===== src/rtl/axi_read_only_mem_ctrl.sv =====
// AXI4 read-only slave in front of a single-port synchronous SRAM, with credit-limited 2-entry R buffer.
// Optional macro AXI_RD_RANGE_CHECK_EN: out-of-range AR addresses return SLVERR beats without touching memory.
module axi_read_only_mem_ctrl #(
    parameter int AXI4_ADDRESS_WIDTH = 32,
    parameter int AXI4_RDATA_WIDTH   = 64,
    parameter int AXI4_ID_WIDTH      = 16,
    parameter int AXI4_USER_WIDTH    = 10,
    parameter int AXI_NUMBYTES       = AXI4_RDATA_WIDTH / 8,
    parameter int MEM_ADDR_WIDTH     = 13
) (
    input  logic                          clk,
    input  logic                          rst_n,

    input  logic [AXI4_ID_WIDTH-1:0]      ARID_i,
    input  logic [AXI4_ADDRESS_WIDTH-1:0] ARADDR_i,
    input  logic [7:0]                    ARLEN_i,
    input  logic [2:0]                    ARSIZE_i,
    input  logic [1:0]                    ARBURST_i,
    input  logic                          ARLOCK_i,
    input  logic [3:0]                    ARCACHE_i,
    input  logic [2:0]                    ARPROT_i,
    input  logic [3:0]                    ARREGION_i,
    input  logic [AXI4_USER_WIDTH-1:0]    ARUSER_i,
    input  logic [3:0]                    ARQOS_i,
    input  logic                          ARVALID_i,
    output logic                          ARREADY_o,

    output logic [AXI4_ID_WIDTH-1:0]      RID_o,
    output logic [AXI4_RDATA_WIDTH-1:0]   RDATA_o,
    output logic [1:0]                    RRESP_o,
    output logic                          RLAST_o,
    output logic [AXI4_USER_WIDTH-1:0]    RUSER_o,
    output logic                          RVALID_o,
    input  logic                          RREADY_i,

    output logic                          MEM_CEN_o,
    output logic                          MEM_WEN_o,
    output logic [MEM_ADDR_WIDTH-1:0]     MEM_A_o,
    output logic [AXI4_RDATA_WIDTH-1:0]   MEM_D_o,
    output logic [AXI_NUMBYTES-1:0]       MEM_BE_o,
    input  logic [AXI4_RDATA_WIDTH-1:0]   MEM_Q_i,

    output logic                          valid_o,
    input  logic                          grant_i
);

    localparam int OFFSET_BIT = $clog2(AXI4_RDATA_WIDTH) - 3;
    localparam int WORD_MSB   = MEM_ADDR_WIDTH + OFFSET_BIT - 1;

    typedef enum logic [0:0] {IDLE, BURST} state_t;

    state_t                        r_state;
    logic [AXI4_ID_WIDTH-1:0]      r_id;
    logic [AXI4_USER_WIDTH-1:0]    r_user;
    logic [MEM_ADDR_WIDTH-1:0]     r_base;
    logic [7:0]                    r_len;
    logic [7:0]                    r_beat;
    logic                          r_rangeErr;

    logic                          r_infl;
    logic [AXI4_ID_WIDTH-1:0]      r_inflId;
    logic [AXI4_USER_WIDTH-1:0]    r_inflUser;
    logic                          r_inflLast;
    logic                          r_inflErr;

    logic [AXI4_RDATA_WIDTH-1:0]   r_fifoData [2];
    logic [AXI4_ID_WIDTH-1:0]      r_fifoId   [2];
    logic [AXI4_USER_WIDTH-1:0]    r_fifoUser [2];
    logic                          r_fifoLast [2];
    logic                          r_fifoErr  [2];
    logic                          r_wrPtr;
    logic                          r_rdPtr;
    logic [1:0]                    r_count;

    logic                          w_arRangeErr;
    logic [MEM_ADDR_WIDTH-1:0]     w_arWord;
    logic                          w_pop;
    logic [2:0]                    w_occ;
    logic                          w_credit;
    logic                          w_inBurst;
    logic                          w_issue;
    logic                          w_memRead;
    logic                          w_headFromStore;
    logic                          w_popStore;
    logic                          w_writeStore;
    logic [AXI4_RDATA_WIDTH-1:0]   w_incData;
    logic                          w_unused;

`ifdef AXI_RD_RANGE_CHECK_EN
    assign w_arRangeErr = |ARADDR_i[AXI4_ADDRESS_WIDTH-1:WORD_MSB+1];
`else
    assign w_arRangeErr = 1'b0;
`endif

    assign w_arWord = ARADDR_i[WORD_MSB:OFFSET_BIT];
    assign w_unused = ^{ARSIZE_i, ARBURST_i, ARLOCK_i, ARCACHE_i, ARPROT_i,
                        ARREGION_i, ARQOS_i, ARADDR_i};

    // The read in flight counts as occupancy: it lands next cycle whether or not the master pops.
    assign w_pop     = RVALID_o & RREADY_i;
    assign w_occ     = {1'b0, r_count} + {2'b00, r_infl} - {2'b00, w_pop};
    assign w_credit  = (w_occ < 3'd2);
    assign w_inBurst = (r_state == BURST);
    assign valid_o   = w_inBurst & w_credit & ~r_rangeErr;
    assign w_issue   = w_inBurst & w_credit & (r_rangeErr | grant_i);
    assign w_memRead = valid_o & grant_i;

    assign ARREADY_o = (r_state == IDLE);
    assign MEM_CEN_o = ~w_memRead;
    assign MEM_WEN_o = 1'b1;
    assign MEM_A_o   = r_base + MEM_ADDR_WIDTH'(r_beat);
    assign MEM_D_o   = '0;
    assign MEM_BE_o  = '1;

    always_ff @(posedge clk or negedge rst_n) begin
        if (!rst_n) begin
            r_state    <= IDLE;
            r_id       <= '0;
            r_user     <= '0;
            r_base     <= '0;
            r_len      <= '0;
            r_beat     <= '0;
            r_rangeErr <= 1'b0;
            r_infl     <= 1'b0;
            r_inflId   <= '0;
            r_inflUser <= '0;
            r_inflLast <= 1'b0;
            r_inflErr  <= 1'b0;
        end else begin
            r_infl     <= w_issue;
            r_inflId   <= r_id;
            r_inflUser <= r_user;
            r_inflLast <= (r_beat == r_len);
            r_inflErr  <= r_rangeErr;
            case (r_state)
                IDLE: begin
                    if (ARVALID_i) begin
                        r_id       <= ARID_i;
                        r_user     <= ARUSER_i;
                        r_base     <= w_arWord;
                        r_len      <= ARLEN_i;
                        r_beat     <= '0;
                        r_rangeErr <= w_arRangeErr;
                        r_state    <= BURST;
                    end
                end
                BURST: begin
                    if (w_issue) begin
                        r_beat <= r_beat + 8'd1;
                        if (r_beat == r_len) begin
                            r_state <= IDLE;
                        end
                    end
                end
                default: r_state <= IDLE;
            endcase
        end
    end

    // An empty buffer is bypassed so memory data reaches R the cycle it returns.
    assign w_headFromStore = (r_count != 2'd0);
    assign w_popStore      = w_pop & w_headFromStore;
    assign w_writeStore    = r_infl & ~(w_pop & ~w_headFromStore);
    assign w_incData       = r_inflErr ? '0 : MEM_Q_i;

    always_ff @(posedge clk or negedge rst_n) begin
        if (!rst_n) begin
            for (int i = 0; i < 2; i++) begin
                r_fifoData[i] <= '0;
                r_fifoId[i]   <= '0;
                r_fifoUser[i] <= '0;
                r_fifoLast[i] <= 1'b0;
                r_fifoErr[i]  <= 1'b0;
            end
            r_wrPtr <= 1'b0;
            r_rdPtr <= 1'b0;
            r_count <= 2'd0;
        end else begin
            if (w_writeStore) begin
                r_fifoData[r_wrPtr] <= w_incData;
                r_fifoId[r_wrPtr]   <= r_inflId;
                r_fifoUser[r_wrPtr] <= r_inflUser;
                r_fifoLast[r_wrPtr] <= r_inflLast;
                r_fifoErr[r_wrPtr]  <= r_inflErr;
                r_wrPtr             <= ~r_wrPtr;
            end
            if (w_popStore) begin
                r_rdPtr <= ~r_rdPtr;
            end
            case ({w_writeStore, w_popStore})
                2'b10:   r_count <= r_count + 2'd1;
                2'b01:   r_count <= r_count - 2'd1;
                default: r_count <= r_count;
            endcase
        end
    end

    assign RVALID_o = w_headFromStore | r_infl;
    assign RDATA_o  = w_headFromStore ? r_fifoData[r_rdPtr] : w_incData;
    assign RID_o    = w_headFromStore ? r_fifoId[r_rdPtr]   : r_inflId;
    assign RUSER_o  = w_headFromStore ? r_fifoUser[r_rdPtr] : r_inflUser;
    assign RLAST_o  = w_headFromStore ? r_fifoLast[r_rdPtr] : r_inflLast;
    assign RRESP_o  = (w_headFromStore ? r_fifoErr[r_rdPtr] : r_inflErr) ? 2'b10 : 2'b00;

endmodule

===== config.mk =====
export PLATFORM = sky130hd
export DESIGN_NAME = axi_read_only_mem_ctrl
export DESIGN_NICKNAME = d
export VERILOG_FILES = /design/src/rtl/axi_read_only_mem_ctrl.sv
export SDC_FILE = /design/constraint.sdc
export NUM_CORES = 1
export LEC_CHECK = 0
export ABC_AREA = 1
export BUFFER_PORTS_ARGS = -buffer_cell sky130_fd_sc_hd__buf_4
export CORE_AREA = 2 2 152 228
export CTS_CLUSTER_SIZE = 28
export DETAILED_ROUTE_END_ITERATION = 10
export DIE_AREA = 0 0 154 230
export GPL_ROUTABILITY_DRIVEN = 0
export PLACE_DENSITY = 0.7
export SETUP_SLACK_MARGIN = 0.4
export SLEW_MARGIN = 20
export SYNTH_ARGS = -nofsm -noshare
export SYNTH_HDL_FRONTEND = slang
export SYNTH_SLANG_ARGS = --single-unit

===== constraint.sdc =====
create_clock -name clk -period 3 [get_ports clk]
set_clock_uncertainty 0.1 [all_clocks]
set_input_delay 0.45 -clock clk [delete_from_list [all_inputs] [get_ports clk]]
set_output_delay 0.45 -clock clk [all_outputs]
set_load 0.1 [all_outputs]

==> results.ini <==
[global_routing]
grt_pass1_vias = 13400
grt_start_max_net_pins = 95
grt_overflow = 0
antenna_found_initial = 2
groute.usage.overall = 0.261
grt_pass1_wl_um = 73300

[yosys]
synth_cells = 1711
ys_seq_area_frac = 0.514
ys_ff_latch = 272
yosys_warnings = 0
syn_avg_cell_area_um2 = 7.73
ys_types = 28
syn_area_mm2 = 0.0132

[clock_network]
clockRootBuffer = clkbuf_16
clock-sinks = 272
cts_tree = done
clock_latency_ps = 550
cts_max_level = 1
clk_path_buf_depth = 3
cts-buffers-inserted = 28
clk_pin_slew_ps = 60

[sta]
drv_slew = 0
whs_ps = 17.6
worstMarginPinSlew_ps = 709
period_needed_ps = 3210
slew_headroom = 0.527
finalWorstSetupSlack_ps = -214
setup_violations = 6
rsz0062_at_grt = yes
hold_viol_final = 0
period_share = 1.07
finalSetupTns_ps = -538
max_freq_mhz = 311

[detailed_routing]
dr.pass1.iters = 5
drtIter0Drc = 823
drt_drc_violations_left = 0
ant_nets = 0
drt-total-wl_um = 51600
vias = 13300
wl_per_cell_um = 20.5
vias_per_cell = 5.30

[critical_path]
worstSetupStartpointType = flop
cp.arrival_ps = 2660
rrSetupSlack_ps = -40
cp.required_ps = 2450
cp_max_fo = 2
critPathCaptureType = output port
crit_type = flop to output port

[placed_design]
dp_hpwl_um = 24400
port_buffers = 224
place_area_mm2 = 0.0161
dpl_worst_slack_ps = 129

[cells_and_area]
final_cell_mix = 664 x nand2_1, 262 x dfrtp_1, 175 x buf_4
mostFrequentLayoutCell = nand2_1
fin_nets = 2237
area_growth_pct = 67.0
design_area_mm2 = 0.0221
post_route_cells_drive_above_1_share = 0.378

[die]
die_area_mm2 = 0.0354
num_rows = 82
io_pins = 339
floorplan.initialDensity = 0.397
die_width_um = 154
coreArea_mm2 = 0.0333
dieHeight_um = 230

[run_status]
outcome = finished, violations left
violations = setup timing

[worst_hold_path]
hold_path.class = primary input to flop

[flow_run]
max_cap_violations = 0

final cells by class:
| type | instances | area, µm² |
|---|---|---|
| sequential | 272 | 6820 |
| tap | 420 | 526 |
| fill | 2369 | 11200 |
| antenna | 2 | 5.00 |
| timing repair inverter | 2 | 22.5 |
| inverter | 45 | 214 |
| clock buffer | 37 | 806 |
| clock inverter | 15 | 193 |
| timing repair buffer | 427 | 5870 |
| multi-input combinational | 1292 | 7640 |
metrics by stage:
stage / cells / utilization
final: 2512 / 0.663
after global routing: 2512 / 0.663
after CTS: 2459 / 0.622
after detailed placement: 2290 / 0.483
after global placement: 2290 / 0.483
after floorplan: 1783 / -
critical path, stage by stage, from the launching register on:
cell and delay, ps:
dfrtp_2 430, nor2_4 120, a21oi_2 60, ha_1 270, or2_4 230, fa_1 480, nand2_1 60, inv_2 80
nand4_1 160, buf_12 220
layer usage:
metal / routed length (µm) / GRT usage
met1: 18100 / 0.296
met2: 26800 / 0.471
met3: 3170 / 0.0368
met4: 3460 / 0.145
met5: 0 / 0
final timing paths:
kind                       depth (start not counted)       start        endpoint
max                                                9  r_count[0]       MEM_CEN_o
min                                                3  ARID_i[11]        r_id[11]
max reg2reg                                       17  r_count[0]       r_beat[1]
min reg2reg                                        0     r_id[5]     r_inflId[5]
max in group asynchronous                          3       rst_n  r_fifoData[95]
min in group asynchronous                          2       rst_n      r_count[1]
cell families after synthesis:
logic type / Yosys count / share of synthesized area
fa+ha+maj: 13 / 0.0134
compound gates: 305 / 0.116
other cells: 2 / 0.000568
simple gates: 888 / 0.257
flops: 272 / 0.514
xor+xnor: 12 / 0.00794
buf+inv: 219 / 0.0908
cell usage after synthesis:
cell	number	area, µm²
dfrtp_1	272	6810
o21ai_2	1	8.76
nand4_1	4	25.0
a21oi_1	191	956
a21o_1	1	7.51
and2_1	1	6.26
or2_2	3	18.8
nand3b_1	4	30.0
nor2_1	107	402
clkbuf_1	41	154
conb_1	2	7.51
fa_1	2	40.0
o22ai_1	1	6.26
ha_1	11	138
nor2_4	1	11.3
inv_1	41	154
xor2_1	6	52.6
o21ai_0	110	551
nor3_1	1	5.00
inv_2	4	15.0
o21a_1	1	7.51
nand3_1	15	75.1
xnor2_1	6	52.6
buf_1	8	30.0
buf_2	36	180
buf_4	89	668
nor2_2	1	6.26
nand2_1	751	2820
state kept, by name, indices dropped and copies added, names as in the netlist, 2 cells and up:
| signal | count |
|---|---|
| r_fifoLast | 2 |
| r_len | 8 |
| r_inflUser | 10 |
| r_base | 13 |
| r_inflId | 16 |
| r_user | 10 |
| r_fifoUser | 20 |
| r_fifoErr | 2 |
| r_beat | 8 |
| r_fifoId | 32 |
| r_count | 2 |
| r_id | 16 |
| r_fifoData | 128 |
repair_timing:
item | in CTS | in global routing
setup endpoints to repair | 124 | 208
buffers inserted | 50 | 30
endpoints found under the hold margin | 121 | 0
gates cloned | 22 | 21
pin swaps | 65 | 80
gates resized for setup | 542 | 197
hold buffers | 45 | 0
Power is left out: the tool's default activity adds up to more than one toggle a clock period on the data nets, which glitch-free logic cannot reach.
